===== src/rtl/move_sequencer.sv =====
// Conditions raw button levels into one clamped (x,y) move per turn and pulses the active player's enable.
// Optional macro TURN_TIMEOUT_EN adds a forced commit after TIMEOUT_CYCLES idle cycles in COLLECT.
module move_sequencer #(
  parameter int MAX_STEP       = 3,
  parameter int TIMEOUT_CYCLES = 1000000
) (
  input  logic       clk,
  input  logic       rst,
  input  logic       btn_up,
  input  logic       btn_down,
  input  logic       btn_left,
  input  logic       btn_right,
  input  logic       btn_confirm,
  input  logic       btn_clear,
  output logic [4:0] xMove,
  output logic [4:0] yMove,
  output logic       en0,
  output logic       en1,
  output logic       turn,
  output logic       busy,
  output logic [7:0] turn_count,
  output logic       timed_out
);

  typedef enum logic [1:0] {S_COLLECT, S_ISSUE, S_SETTLE} state_t;

  localparam int B_UP = 0, B_DOWN = 1, B_LEFT = 2, B_RIGHT = 3, B_CONFIRM = 4, B_CLEAR = 5;
  localparam logic signed [4:0] LP_MAX = 5'(MAX_STEP);
  localparam logic signed [4:0] LP_MIN = -LP_MAX;

  state_t            r_state, w_state_nxt;
  logic [5:0]        r_sync1, r_sync2, r_prev;
  logic [5:0]        w_btn, w_edge;
  logic signed [4:0] r_x, r_y, w_x_nxt, w_y_nxt;
  logic              r_turn;
  logic [7:0]        r_count;
  logic              w_force;
  logic              w_commit;

  assign w_btn = {btn_clear, btn_confirm, btn_right, btn_left, btn_down, btn_up};

  // NOTE: sequential state uses non-blocking assignments only, so every flop samples pre-edge values.
  always_ff @(posedge clk or negedge rst) begin
    if (!rst) begin
      r_sync1 <= '0;
      r_sync2 <= '0;
      r_prev  <= '0;
    end else begin
      r_sync1 <= w_btn;
      r_sync2 <= r_sync1;
      r_prev  <= r_sync2;
    end
  end

  assign w_edge = r_sync2 & ~r_prev;

  // Saturating +/-1 step; opposing edges in one cycle cancel.
  function automatic logic signed [4:0] step_axis(input logic signed [4:0] v,
                                                  input logic inc, input logic dec);
    logic signed [4:0] res;
    res = v;
    if (inc && !dec && (v < LP_MAX)) res = v + 5'sd1;
    if (dec && !inc && (v > LP_MIN)) res = v - 5'sd1;
    return res;
  endfunction

  assign w_x_nxt = step_axis(r_x, w_edge[B_RIGHT], w_edge[B_LEFT]);
  assign w_y_nxt = step_axis(r_y, w_edge[B_DOWN],  w_edge[B_UP]);

`ifdef TURN_TIMEOUT_EN
  localparam int CW = (TIMEOUT_CYCLES > 1) ? $clog2(TIMEOUT_CYCLES) : 1;
  logic [CW-1:0] r_cnt;
  logic          r_timed_out;

  always_ff @(posedge clk or negedge rst) begin
    if (!rst) begin
      r_cnt       <= '0;
      r_timed_out <= 1'b0;
    end else begin
      r_cnt       <= (r_state == S_COLLECT) ? r_cnt + 1'b1 : '0;
      r_timed_out <= w_force && !w_edge[B_CONFIRM];
    end
  end

  assign w_force   = (r_state == S_COLLECT) && (r_cnt == CW'(TIMEOUT_CYCLES - 1));
  assign timed_out = r_timed_out;
`else
  assign w_force   = 1'b0;
  assign timed_out = 1'b0;
`endif

  assign w_commit = (r_state == S_COLLECT) && (w_edge[B_CONFIRM] || w_force);

  always_ff @(posedge clk or negedge rst) begin
    if (!rst) r_state <= S_COLLECT;
    else      r_state <= w_state_nxt;
  end

  // NOTE: the default assignment first keeps this block free of inferred latches.
  always_comb begin
    w_state_nxt = r_state;
    case (r_state)
      S_COLLECT: if (w_commit) w_state_nxt = S_ISSUE;
      S_ISSUE:   w_state_nxt = S_SETTLE;
      S_SETTLE:  w_state_nxt = S_COLLECT;
      default:   w_state_nxt = S_COLLECT;
    endcase
  end

  always_ff @(posedge clk or negedge rst) begin
    if (!rst) begin
      r_x     <= '0;
      r_y     <= '0;
      r_turn  <= 1'b0;
      r_count <= '0;
    end else if (r_state == S_COLLECT && !w_commit) begin
      if (w_edge[B_CLEAR]) begin
        r_x <= '0;
        r_y <= '0;
      end else begin
        r_x <= w_x_nxt;
        r_y <= w_y_nxt;
      end
    end else if (r_state == S_SETTLE) begin
      r_x     <= '0;
      r_y     <= '0;
      r_turn  <= ~r_turn;
      r_count <= r_count + 8'd1;
    end
  end

  // Enables decode directly from the state flop so reset drops them asynchronously.
  assign en0        = (r_state == S_ISSUE) && !r_turn;
  assign en1        = (r_state == S_ISSUE) &&  r_turn;
  assign busy       = (r_state != S_COLLECT);
  assign xMove      = r_x;
  assign yMove      = r_y;
  assign turn       = r_turn;
  assign turn_count = r_count;

endmodule


===== config.mk =====
export PLATFORM = sky130hd
export DESIGN_NAME = move_sequencer
export DESIGN_NICKNAME = d
export VERILOG_FILES = /design/src/rtl/move_sequencer.sv
export SDC_FILE = /design/constraint.sdc
export NUM_CORES = 1
export LEC_CHECK = 0
export CAP_MARGIN = 0
export CELL_PAD_IN_SITES_DETAIL_PLACEMENT = 1
export CELL_PAD_IN_SITES_GLOBAL_PLACEMENT = 2
export CORE_MARGIN = 1
export CORE_UTILIZATION = 34
export DETAILED_ROUTE_END_ITERATION = 6
export PLACE_DENSITY = 0.88
export RECOVER_POWER = 25
export SLEW_MARGIN = 30
export SYNTH_ARGS = -nofsm -noshare
export SYNTH_HDL_FRONTEND = slang
export SYNTH_SLANG_ARGS = --single-unit

===== constraint.sdc =====
create_clock -name clk -period 2.1 [get_ports clk]
set_input_delay 0.42 -clock clk [delete_from_list [all_inputs] [get_ports clk]]
set_output_delay 0.42 -clock clk [all_outputs]
set_load 0.02 [all_outputs]

==> flow_metrics.env, run 1 <==
export IMPL_start_util_pct=35.9
export IMPL_cts_buffers_inserted=5
export IMPL_vias=1194
export IMPL_die_h_um=73.3
export IMPL_route_detailed_wl_per_inst_um=14.8
export IMPL_routed_wl_mm=3.68
export IMPL_drv_cap=0
export IMPL_hold_path_endpoint="r_sync2[0]$_DFF_PN0_"
export IMPL_seqPwrFrac_pct=39.7
export IMPL_arrival_ps=1600
export IMPL_rsz0062_at_grt="false"
export IMPL_syn_area_per_cell_sq_um=12.4
export IMPL_status="completed"
export IMPL_rrSetupSlack_ps=130
export IMPL_end_kind="output port"
export IMPL_netlist_area_sq_mm=0.00173
export IMPL_synth_seq_area_share_pct=56.4
export IMPL_diodes=0
export IMPL_clock_sinks=39
export IMPL_finalInstanceArea_sq_mm=0.00229
export IMPL_switchingPower_mw=0.784
export IMPL_drive_gt1_share_pct=15.4
export IMPL_yosys_warnings=0
export IMPL_post_route_min_period_ps=2020
export IMPL_port_buffers=29
export IMPL_synth_area_leaders="dfrtp_1 (56%), ha_1 (5.1%), xnor2_1 (3.5%)"
export IMPL_drtIter0Drc=37
export IMPL_p_int_mw=1.70
export IMPL_reg2reg_from="xMove[3]$_DFFE_PN0P_"
export IMPL_n_fill_cell=525
export IMPL_htreeDepth=2
export IMPL_clock_skew_ps=5.30
export IMPL_worstMarginPinSlew_ps=1270
export IMPL_fin_nets=198
export IMPL_finalSetupViolCount=0
export IMPL_area_delta_synth_final_pct=32.3
export IMPL_cts_tree="done"
export IMPL_dr_pass1_iters=4
export IMPL_totalNegativeSetupSlack_ps=0
export IMPL_ys_async_sr_fraction_pct=100
export IMPL_synth_ff_latch_count=39
export IMPL_gr_total_overflow=0
export IMPL_slew_headroom_pct=15.6
export IMPL_hp_class="reg2reg"
export IMPL_r2r_end="xMove[4]$_DFFE_PN0P_"
export IMPL_synthCells=139
export IMPL_seq_area_sq_um=977
export IMPL_insertion_delay_ps=290
export IMPL_leakagePower_nw=1.05
export IMPL_num_io_pins=31
export IMPL_antenna_found_initial=0
export IMPL_synth_edff_count=0
export IMPL_critPathMaxFanout=4
export IMPL_synth_flop_cell="dfrtp_1"
export IMPL_slew_viol_final=0
export IMPL_rows=25
export IMPL_coreArea_sq_mm=0.00482
export IMPL_die_w_um=73.3
export IMPL_start_kind="register"
export IMPL_p_per_area_mw_per_mm2=1090
export IMPL_drtAntennaViolNets=0
export IMPL_cts_reportedPaths_clkPinSlew_ps=80
export IMPL_finalHoldViolations=0
export IMPL_synth_nets=156
export IMPL_ir_drop_v=0.000541
export IMPL_grt_max_degree=24
export IMPL_remaining_drc_errors=0
export IMPL_die_area_sq_mm=0.00538
export IMPL_pwr_share_comb_pct=30.4
export IMPL_p_sw_share_pct=31.6
export IMPL_place_congestion=0.809
export IMPL_fin_crit_sh_pct=96.2
export IMPL_crit_required_ps=1680
export IMPL_synth_area_leader_cell="dfrtp_1"
export IMPL_hold_start="r_sync1[0]$_DFF_PN0_"
export IMPL_dpl_hpwl_mm=2.74
export IMPL_grt_pass1_vias=1261
export IMPL_cts_setup_buffers=0
export IMPL_yosys_area_top_type_share_pct=56.4
export IMPL_grt_pass1_wl_mm=6.20
export IMPL_ff2ff_path_depth=8
export IMPL_p_clk_share_pct=29.9
export IMPL_cts_path_max_buffers=2
export IMPL_root_buffer="clkbuf_8"
export IMPL_criticalPathCategory="reg2out"
export IMPL_placed_cell_area_sq_mm=0.00215
export IMPL_grt_use_total_pct=15.8
export IMPL_ctsHoldBuffers=0
export IMPL_fmax_mhz=495
export IMPL_min_path_cells=0
export IMPL_via_per_inst=4.80
export IMPL_synth_cell_types=39
export IMPL_multi_input_comb_area_sq_um=702
-- state kept, by name, summed over array words and instances, names as in the netlist --
| signal | flops |
|---|---|
| xMove | 5 |
| turn | 1 |
| r_prev | 6 |
| r_sync1 | 6 |
| turn_count | 8 |
| yMove | 5 |
| r_sync2 | 6 |
| r_state | 2 |
-- routing by layer --
layer / wire (um) / up-vias / track usage (%)
li1: - / 560 / -
met1: 1660 / 601 / 20.5
met2: 1820 / 28 / 25.3
met3: 138 / 5 / 3.84
met4: 61 / 0 / 6.41
met5: 0 / - / 0
-- critical path: stages (launching register included) --
cell and delay [ps]:
dfrtp_1 420, nor2b_2 160, and2_1 140, clkdlybuf4s50_1 600
-- cells by family after synthesis --
| group | count (synthesis) | share of synthesized area, % |
|---|---|---|
| buffers and inverters | 14 | 3.33 |
| XOR/XNOR | 14 | 7.09 |
| multiplexers | 3 | 1.81 |
| flip-flops | 39 | 56.4 |
| other | 1 | 0.217 |
| adder cells (fa/ha/maj) | 9 | 7.38 |
| AND/OR/NAND/NOR | 29 | 10.5 |
| AO/OA/AOI/OAI | 30 | 13.2 |
-- cell type report --
type | count | area share (%)
clock buffer | 5 | 3.01
clock inverter | 3 | 2.95
tap | 67 | 3.67
timing repair buffer | 37 | 15.0
multi-input combinational | 86 | 30.7
inverter | 12 | 1.97
sequential | 39 | 42.7
-- worst max-delay path by stage --
stage,start,end,slack [ps],depth (start not counted)
after floorplan,yMove[1]$_DFFE_PN0P_,yMove[4]$_DFFE_PN0P_,130,8
after global placement,xMove[3]$_DFFE_PN0P_,xMove[4]$_DFFE_PN0P_,80,8
after detailed placement,xMove[3]$_DFFE_PN0P_,xMove[4]$_DFFE_PN0P_,40,8
after CTS,r_state[1]$_DFFE_PN0N_,en1,20,3
after global routing,r_state[0]$_DFFE_PN0N_,en1,20,3
final,r_state[1]$_DFFE_PN0N_,en1,80,3
-- power by group through the flow --
stage | sequential (mW) | clock [mW] | combinational (mW)
6_report | 0.986 | 0.742 | 0.755
5_1_grt | 1.01 | 0.796 | 0.820
4_1_cts | 0.988 | 0.765 | 0.765
3_5_place_dp | 0.996 | 0 | 0.756
3_3_place_gp | 0.992 | 0 | 0.721
2_1_floorplan | 1.10 | 0 | 0.292
-- cells in the final DEF (no fill, tap or decap), types with 3 or more instances in the layout --
cell type and count:
clkdlybuf4s50_1 27, nand3_1 5, o2bb2ai_1 4, xor2_1 7, buf_4 8, o22ai_1 3
inv_1 11, ha_1 7, dfrtp_1 38, nand4_1 3, nor2b_1 3, nand2_1 3
nand2b_1 3, clkbuf_8 5, a21oi_1 4, a21o_1 5, xnor2_1 7
-- timing repair --
action                                  in CTS  in global routing
resized for setup                            2                  3
endpoints found under the setup margin       2                  3
pin swaps                                    0                  1
-- metrics by stage --
step	hold WS (ps)	worst slack [ps]	instances	total power, mW	util (%)
floorplan	124	130	139	1.39	-
global placement	332	75.5	241	1.71	44.5
finish	351	79.9	249	2.48	47.5
global route	368	15.8	249	2.62	47.5
CTS	107	16.5	249	2.52	47.4
detailed placement	336	38.6	241	1.75	44.5
-- cell usage after synthesis (2+ instances only) --
master     number
a21o_1          5
inv_1          12
a21oi_1         5
nand3_1         5
a211oi_1        2
o21a_1          2
xor2_1          7
dfrtp_1        39
nand4_1         3
nor2_1          2
o2bb2ai_1       4
ha_1            7
o211ai_1        2
nor2b_1         4
o22ai_1         3
a211o_1         2
xnor2_1         7
nand2b_1        3
nand2_1         3
mux2i_1         2
fa_1            2
Note: power is estimated with default switching activity, not from simulation.
==> run 2, diff against run 1 <==
--- a/config.mk
+++ b/config.mk
@@ -9,9 +9,10 @@
 export CELL_PAD_IN_SITES_DETAIL_PLACEMENT = 1
 export CELL_PAD_IN_SITES_GLOBAL_PLACEMENT = 2
 export CORE_MARGIN = 1
-export CORE_UTILIZATION = 34
+export CORE_UTILIZATION = 35
+export CTS_BUF_LIST = sky130_fd_sc_hd__clkbuf_2
 export DETAILED_ROUTE_END_ITERATION = 6
-export PLACE_DENSITY = 0.88
+export PLACE_DENSITY = 0.9
 export RECOVER_POWER = 25
 export SLEW_MARGIN = 30
 export SYNTH_ARGS = -nofsm -noshare
==> run 2 against run 1 <==
Compared with the run above: core utilization shrank 0.14 points; routed wire length is 8.3% lower; critical endpoint is now xMove[4]$_DFFE_PN0P_; maximum frequency grew 2.3%; sequential cell count unchanged; clock skew grew 7.3 ps; clock-buffer cell count unchanged; highest routed layer unchanged.
==> flow_metrics.env, run 2 (synthesis results as in run 1) <==
export IMPL_die_w_um=72.3
export IMPL_fmax_mhz=506
export IMPL_p_int_mw=1.43
export IMPL_ir_drop_v=0.000521
export IMPL_largest_reg_flops=8
export IMPL_remaining_drc_errors=0
export IMPL_layout_common_cells="dfrtp_1 (38), clkdlybuf4s50_1 (19), inv_1 (11), buf_4 (10)"
export IMPL_fin_ws_ps=125
export IMPL_start_kind="register"
export IMPL_drv_cap=0
export IMPL_p_per_area_mw_per_mm2=977
export IMPL_crit_required_ps=2390
export IMPL_diodes=0
export IMPL_slew_headroom_pct=42.2
export IMPL_leakagePower_nw=1.05
export IMPL_area_delta_synth_final_pct=29.3
export IMPL_insertion_delay_ps=390
export IMPL_grt_use_total_pct=15.0
export IMPL_finalHoldViolations=0
export IMPL_clock_sinks=39
export IMPL_gr_total_overflow=0
export IMPL_hp_class="reg2reg"
export IMPL_totalNegativeSetupSlack_ps=0
export IMPL_place_congestion=0.804
export IMPL_via_per_inst=4.63
export IMPL_end_kind="register"
export IMPL_clock_skew_ps=12.6
export IMPL_criticalPathCategory="reg2reg"
export IMPL_pwr_share_comb_pct=34.3
export IMPL_cts_buffers_inserted=5
export IMPL_antenna_found_initial=0
export IMPL_place_worst_setup_slack_ps=35.4
export IMPL_coreArea_sq_mm=0.00472
export IMPL_cts_path_max_buffers=2
export IMPL_dpl_hpwl_mm=2.53
export IMPL_cts_reportedPaths_clkPinSlew_ps=210
export IMPL_rsz0062_at_grt="false"
export IMPL_critPathMaxFanout=4
export IMPL_switchingPower_mw=0.756
export IMPL_rows=25
export IMPL_seqPwrFrac_pct=44.9
export IMPL_route_detailed_wl_per_inst_um=13.4
export IMPL_status="completed"
export IMPL_n_fill_cell=499
export IMPL_slew_viol_final=0
export IMPL_drive_gt1_share_pct=15.1
export IMPL_worstMarginPinSlew_ps=868
export IMPL_grt_pass1_vias=1281
export IMPL_dr_pass1_iters=3
export IMPL_post_route_min_period_ps=1970
export IMPL_port_buffers=29
export IMPL_htreeDepth=2
export IMPL_die_area_sq_mm=0.00523
export IMPL_p_sw_share_pct=34.6
export IMPL_cts_tree="done"
export IMPL_start_util_pct=36.6
export IMPL_grt_max_degree=17
export IMPL_fin_nets=201
export IMPL_arrival_ps=2270
export IMPL_vias=1168
export IMPL_p_clk_share_pct=20.7
export IMPL_die_h_um=72.3
export IMPL_hold_worst_slack_ps=376
export IMPL_drtIter0Drc=44
export IMPL_finalSetupViolCount=0
export IMPL_fin_crit_sh_pct=94.0
export IMPL_grt_pass1_wl_mm=5.94
export IMPL_routed_wl_mm=3.37
export IMPL_drtAntennaViolNets=0
export IMPL_num_io_pins=31
export IMPL_final_common_cell="dfrtp_1"
export IMPL_root_buffer="clkbuf_2"
## run 2: critical path, cell delays in order (launching register included)
cell and delay, ps:
dfrtp_1 420, nor2b_1 150, a211o_1 350, inv_2 100
ha_1 270, a21o_1 190, a21oi_1 180, xnor2_1 130
o2bb2ai_1 80
## run 2: metrics by stage
stage	util, %	total power, mW	instance area (sq um)	std cells
after CTS	47.0	2.21	2220	250
after floorplan	-	1.39	1730	139
after global routing	47.3	2.32	2240	252
after global placement	45.4	1.71	2150	241
final	47.3	2.18	2240	252
after detailed placement	45.4	1.75	2150	241
## run 2: layout make-up
class | count | area [sq um] | area share [%]
Clock inverter | 3 | 43.8 | 1.96
Timing Repair Buffer | 40 | 365 | 16.3
Multi-Input combinational cell | 86 | 696 | 31.1
Tap cell | 67 | 83.8 | 3.75
Inverter | 12 | 45.0 | 2.01
Clock buffer | 5 | 25.0 | 1.12
Sequential cell | 39 | 977 | 43.7
## run 2: path summary, 6_finish.rpt
path | endpoint | start | cells past startpoint | slack [ps]
setup / recovery | xMove[4]$_DFFE_PN0P_ | r_sync2[3]$_DFF_PN0_ | 8 | 130
hold / removal | r_sync2[0]$_DFF_PN0_ | r_sync1[0]$_DFF_PN0_ | 0 | 380
max in group asynchronous | turn_count[5]$_DFFE_PN0P_ | rst | 3 | 770
hold reg to reg | r_sync2[0]$_DFF_PN0_ | r_sync1[0]$_DFF_PN0_ | 0 | 380
setup reg to reg | xMove[4]$_DFFE_PN0P_ | r_sync2[3]$_DFF_PN0_ | 8 | 130
min in group asynchronous | r_sync1[2]$_DFF_PN0_ | rst | 2 | 620
## run 2: metal layers
layer | global-route usage (%) | share of wire (%) | wire [um] | vias up
met2 | 23.2 | 46 | 1560 | 27
met1 | 20.4 | 49 | 1650 | 572
met5 | 0 | 0 | 0 | -
li1 | - | - | - | 564
met3 | 4.17 | 3.5 | 117 | 5
met4 | 5.23 | 1.5 | 51 | 0
## run 2: power groups by stage
stage	clock [mW]	sequential, mW	combinational [mW]
after CTS	0.470	0.987	0.751
after detailed placement	0	0.998	0.748
after floorplan	0	1.10	0.292
after global routing	0.503	1.00	0.817
after global placement	0	0.992	0.718
final	0.453	0.982	0.750
## run 2: what timing repair did
item / 4_1_cts / 5_1_grt
resized for setup: 3 / 2
buffers inserted: 0 / 2
hold buffers: 1 / 0
gates cloned: 0 / 0
setup endpoints to repair: 3 / 2
endpoints found under the hold margin: 14 / 0
==> run 3, diff against run 2 <==
--- a/config.mk
+++ b/config.mk
@@ -8,7 +8,7 @@
 export CAP_MARGIN = 0
 export CELL_PAD_IN_SITES_DETAIL_PLACEMENT = 1
 export CELL_PAD_IN_SITES_GLOBAL_PLACEMENT = 2
-export CORE_MARGIN = 1
+export CORE_MARGIN = 4
 export CORE_UTILIZATION = 35
 export CTS_BUF_LIST = sky130_fd_sc_hd__clkbuf_2
 export DETAILED_ROUTE_END_ITERATION = 6
==> run 3 against run 2 <==
Compared with the run above: sequential cell count did not move; worst setup slack better by 5.5 ps; clock skew increased by 2.0 ps; critical path type is now reg2out; critical endpoint is now turn_count[0]; largest cell class unchanged; highest routed layer unchanged.
==> flow_metrics.env, run 3 (synthesis results as in run 1) <==
export IMPL_rows=25
export IMPL_switchingPower_mw=0.766
export IMPL_gr_total_overflow=0
export IMPL_worst_path_max_delay_cell="clkdlybuf4s50_1"
export IMPL_slew_headroom_pct=37.8
export IMPL_grt_max_degree=40
export IMPL_finalSetupViolCount=0
export IMPL_cts_tree="done"
export IMPL_via_per_inst=4.85
export IMPL_drtIter0Drc=44
export IMPL_insertion_delay_ps=380
export IMPL_grt_use_total_pct=13.2
export IMPL_hp_class="in2async"
export IMPL_post_route_util_pct=46.1
export IMPL_placed_cell_area_sq_mm=0.00213
export IMPL_drtAntennaViolNets=0
export IMPL_remaining_drc_errors=0
export IMPL_antenna_found_initial=0
export IMPL_stdcell_count=250
export IMPL_worstMarginPinSlew_ps=933
export IMPL_multi_input_comb_area_sq_um=696
export IMPL_pwr_share_comb_pct=36.2
export IMPL_leakagePower_nw=1.01
export IMPL_finalInstanceArea_sq_mm=0.00219
export IMPL_ir_drop_v=0.000572
export IMPL_cts_path_max_buffers=2
export IMPL_root_buffer="clkbuf_2"
export IMPL_drive_gt1_share_pct=16.9
export IMPL_hold_worst_slack_ps=220
export IMPL_critPathMaxFanout=6
export IMPL_p_sw_share_pct=36.9
export IMPL_p_int_mw=1.31
export IMPL_slowest_delay_ps=660
export IMPL_diodes=0
export IMPL_die_area_sq_mm=0.00613
export IMPL_dpl_hpwl_mm=2.70
export IMPL_htreeDepth=2
export IMPL_fin_crit_sh_pct=93.8
export IMPL_grt_pass1_wl_mm=6.29
export IMPL_start_kind="register"
export IMPL_arrival_ps=1550
export IMPL_clock_skew_ps=14.5
export IMPL_routed_wl_mm=3.60
export IMPL_end_kind="output port"
export IMPL_dr_pass1_iters=4
export IMPL_final_common_cell="dfrtp_1"
export IMPL_seqPwrFrac_pct=47.9
export IMPL_fmax_mhz=508
export IMPL_fin_nets=199
export IMPL_status="completed"
export IMPL_drv_cap=0
export IMPL_n_fill_cell=532
export IMPL_coreArea_sq_mm=0.00475
export IMPL_criticalPathCategory="reg2out"
export IMPL_slew_viol_final=0
export IMPL_crit_required_ps=1680
export IMPL_cts_reportedPaths_clkPinSlew_ps=210
export IMPL_area_delta_synth_final_pct=26.7
export IMPL_grt_pass1_vias=1347
export IMPL_seq_area_sq_um=978
export IMPL_path_delay_family="buffers and inverters"
export IMPL_rsz0062_at_grt="false"
export IMPL_port_buffers=29
export IMPL_num_io_pins=31
export IMPL_critPathBufInv=1
export IMPL_die_w_um=78.3
export IMPL_layout_common_cells="dfrtp_1 (37), clkdlybuf4s50_1 (25), inv_1 (10), buf_4 (8)"
export IMPL_clock_sinks=39
export IMPL_p_clk_share_pct=15.9
export IMPL_finalHoldViolations=0
export IMPL_place_congestion=0.852
export IMPL_rrSetupSlack_ps=140
export IMPL_die_h_um=78.3
export IMPL_post_route_min_period_ps=1970
export IMPL_largest_reg_flops=8
export IMPL_p_per_area_mw_per_mm2=947
export IMPL_placed_cells=239
export IMPL_route_detailed_wl_per_inst_um=14.4
export IMPL_vias=1213
export IMPL_crit_chain="clkdlybuf4s50_1"
export IMPL_cts_buffers_inserted=5
export IMPL_power_mw=2.07
export IMPL_start_util_pct=36.4
[run 3: cell types whose count changed in the layout (fill, tap and decap cells not counted), sizes merged]
cell / before / now
dlygate4sd3: 7 / 0
clkdlybuf4s50: 19 / 25
clkinvlp: 0 / 2
buf: 10 / 9
bufinv: 1 / 0
clkbuf: 6 / 7
clkinv: 2 / 1
dlygate4sd2: 3 / 2
[run 3: metrics by stage]
stage / setup slack, ps / setup TNS (ps)
floorplan: 130 / 0
global placement: 46.0 / 0
detailed placement: -23.2 / -23.2
CTS: 14.5 / 0
global route: 2.90 / 0
finish: 131 / 0
[run 3: metal layers]
metal / vias to the layer above / share of wire (%) / global-route usage, %
met4: 0 / 0.64 / 5.42
met5: - / 0 / 0
met1: 617 / 46 / 15.9
met3: 2 / 4.2 / 3.78
met2: 30 / 49 / 22.0
li1: 564 / - / -
[run 3: worst paths after layout]
| kind | from | to | cells past startpoint |
|---|---|---|---|
| max | turn_count[0]$_DFFE_PN0P_ | turn_count[0] | 1 |
| min | rst | yMove[1]$_DFFE_PN0P_ | 2 |
| max reg2reg | xMove[2]$_DFFE_PN0P_ | xMove[4]$_DFFE_PN0P_ | 8 |
| min reg2reg | r_sync1[1]$_DFF_PN0_ | r_sync2[1]$_DFF_PN0_ | 0 |
| max in group asynchronous | rst | yMove[2]$_DFFE_PN0P_ | 2 |
| min in group clk | r_sync1[1]$_DFF_PN0_ | r_sync2[1]$_DFF_PN0_ | 0 |
[run 3: timing repair]
action | CTS | global route
setup endpoints to repair | 5 | 5
setup buffers | 0 | 3
hold endpoints to repair | 0 | 0
gates resized for setup | 4 | 5
hold buffers | 0 | 0
[run 3: final cells by class]
class | instances | share of cell area [%]
clock buffers | 5 | 1.14
clock inverters | 3 | 0.914
inverters | 12 | 2.06
multi-input cells | 86 | 31.8
flip-flops and latches | 39 | 44.7
well taps | 67 | 3.83
repair buffers | 38 | 15.6
[run 3: worst reg2reg max path, cell delays in order (launching register included)]
cell and delay [ps]:
dfrtp_1 420, nand3_1 110, a211o_1 380, inv_2 100, ha_1 270, a21o_1 190, a21oi_1 170, xnor2_1 140
o2bb2ai_1 80
[run 3: power by group through the flow]
stage	sequential (mW)	combinational [mW]	clock [mW]
3_5_place_dp	1.01	0.735	0
5_1_grt	1.01	0.826	0.379
4_1_cts	1.00	0.734	0.353
6_report	0.994	0.751	0.329
3_3_place_gp	1.00	0.705	0
2_1_floorplan	1.10	0.292	0
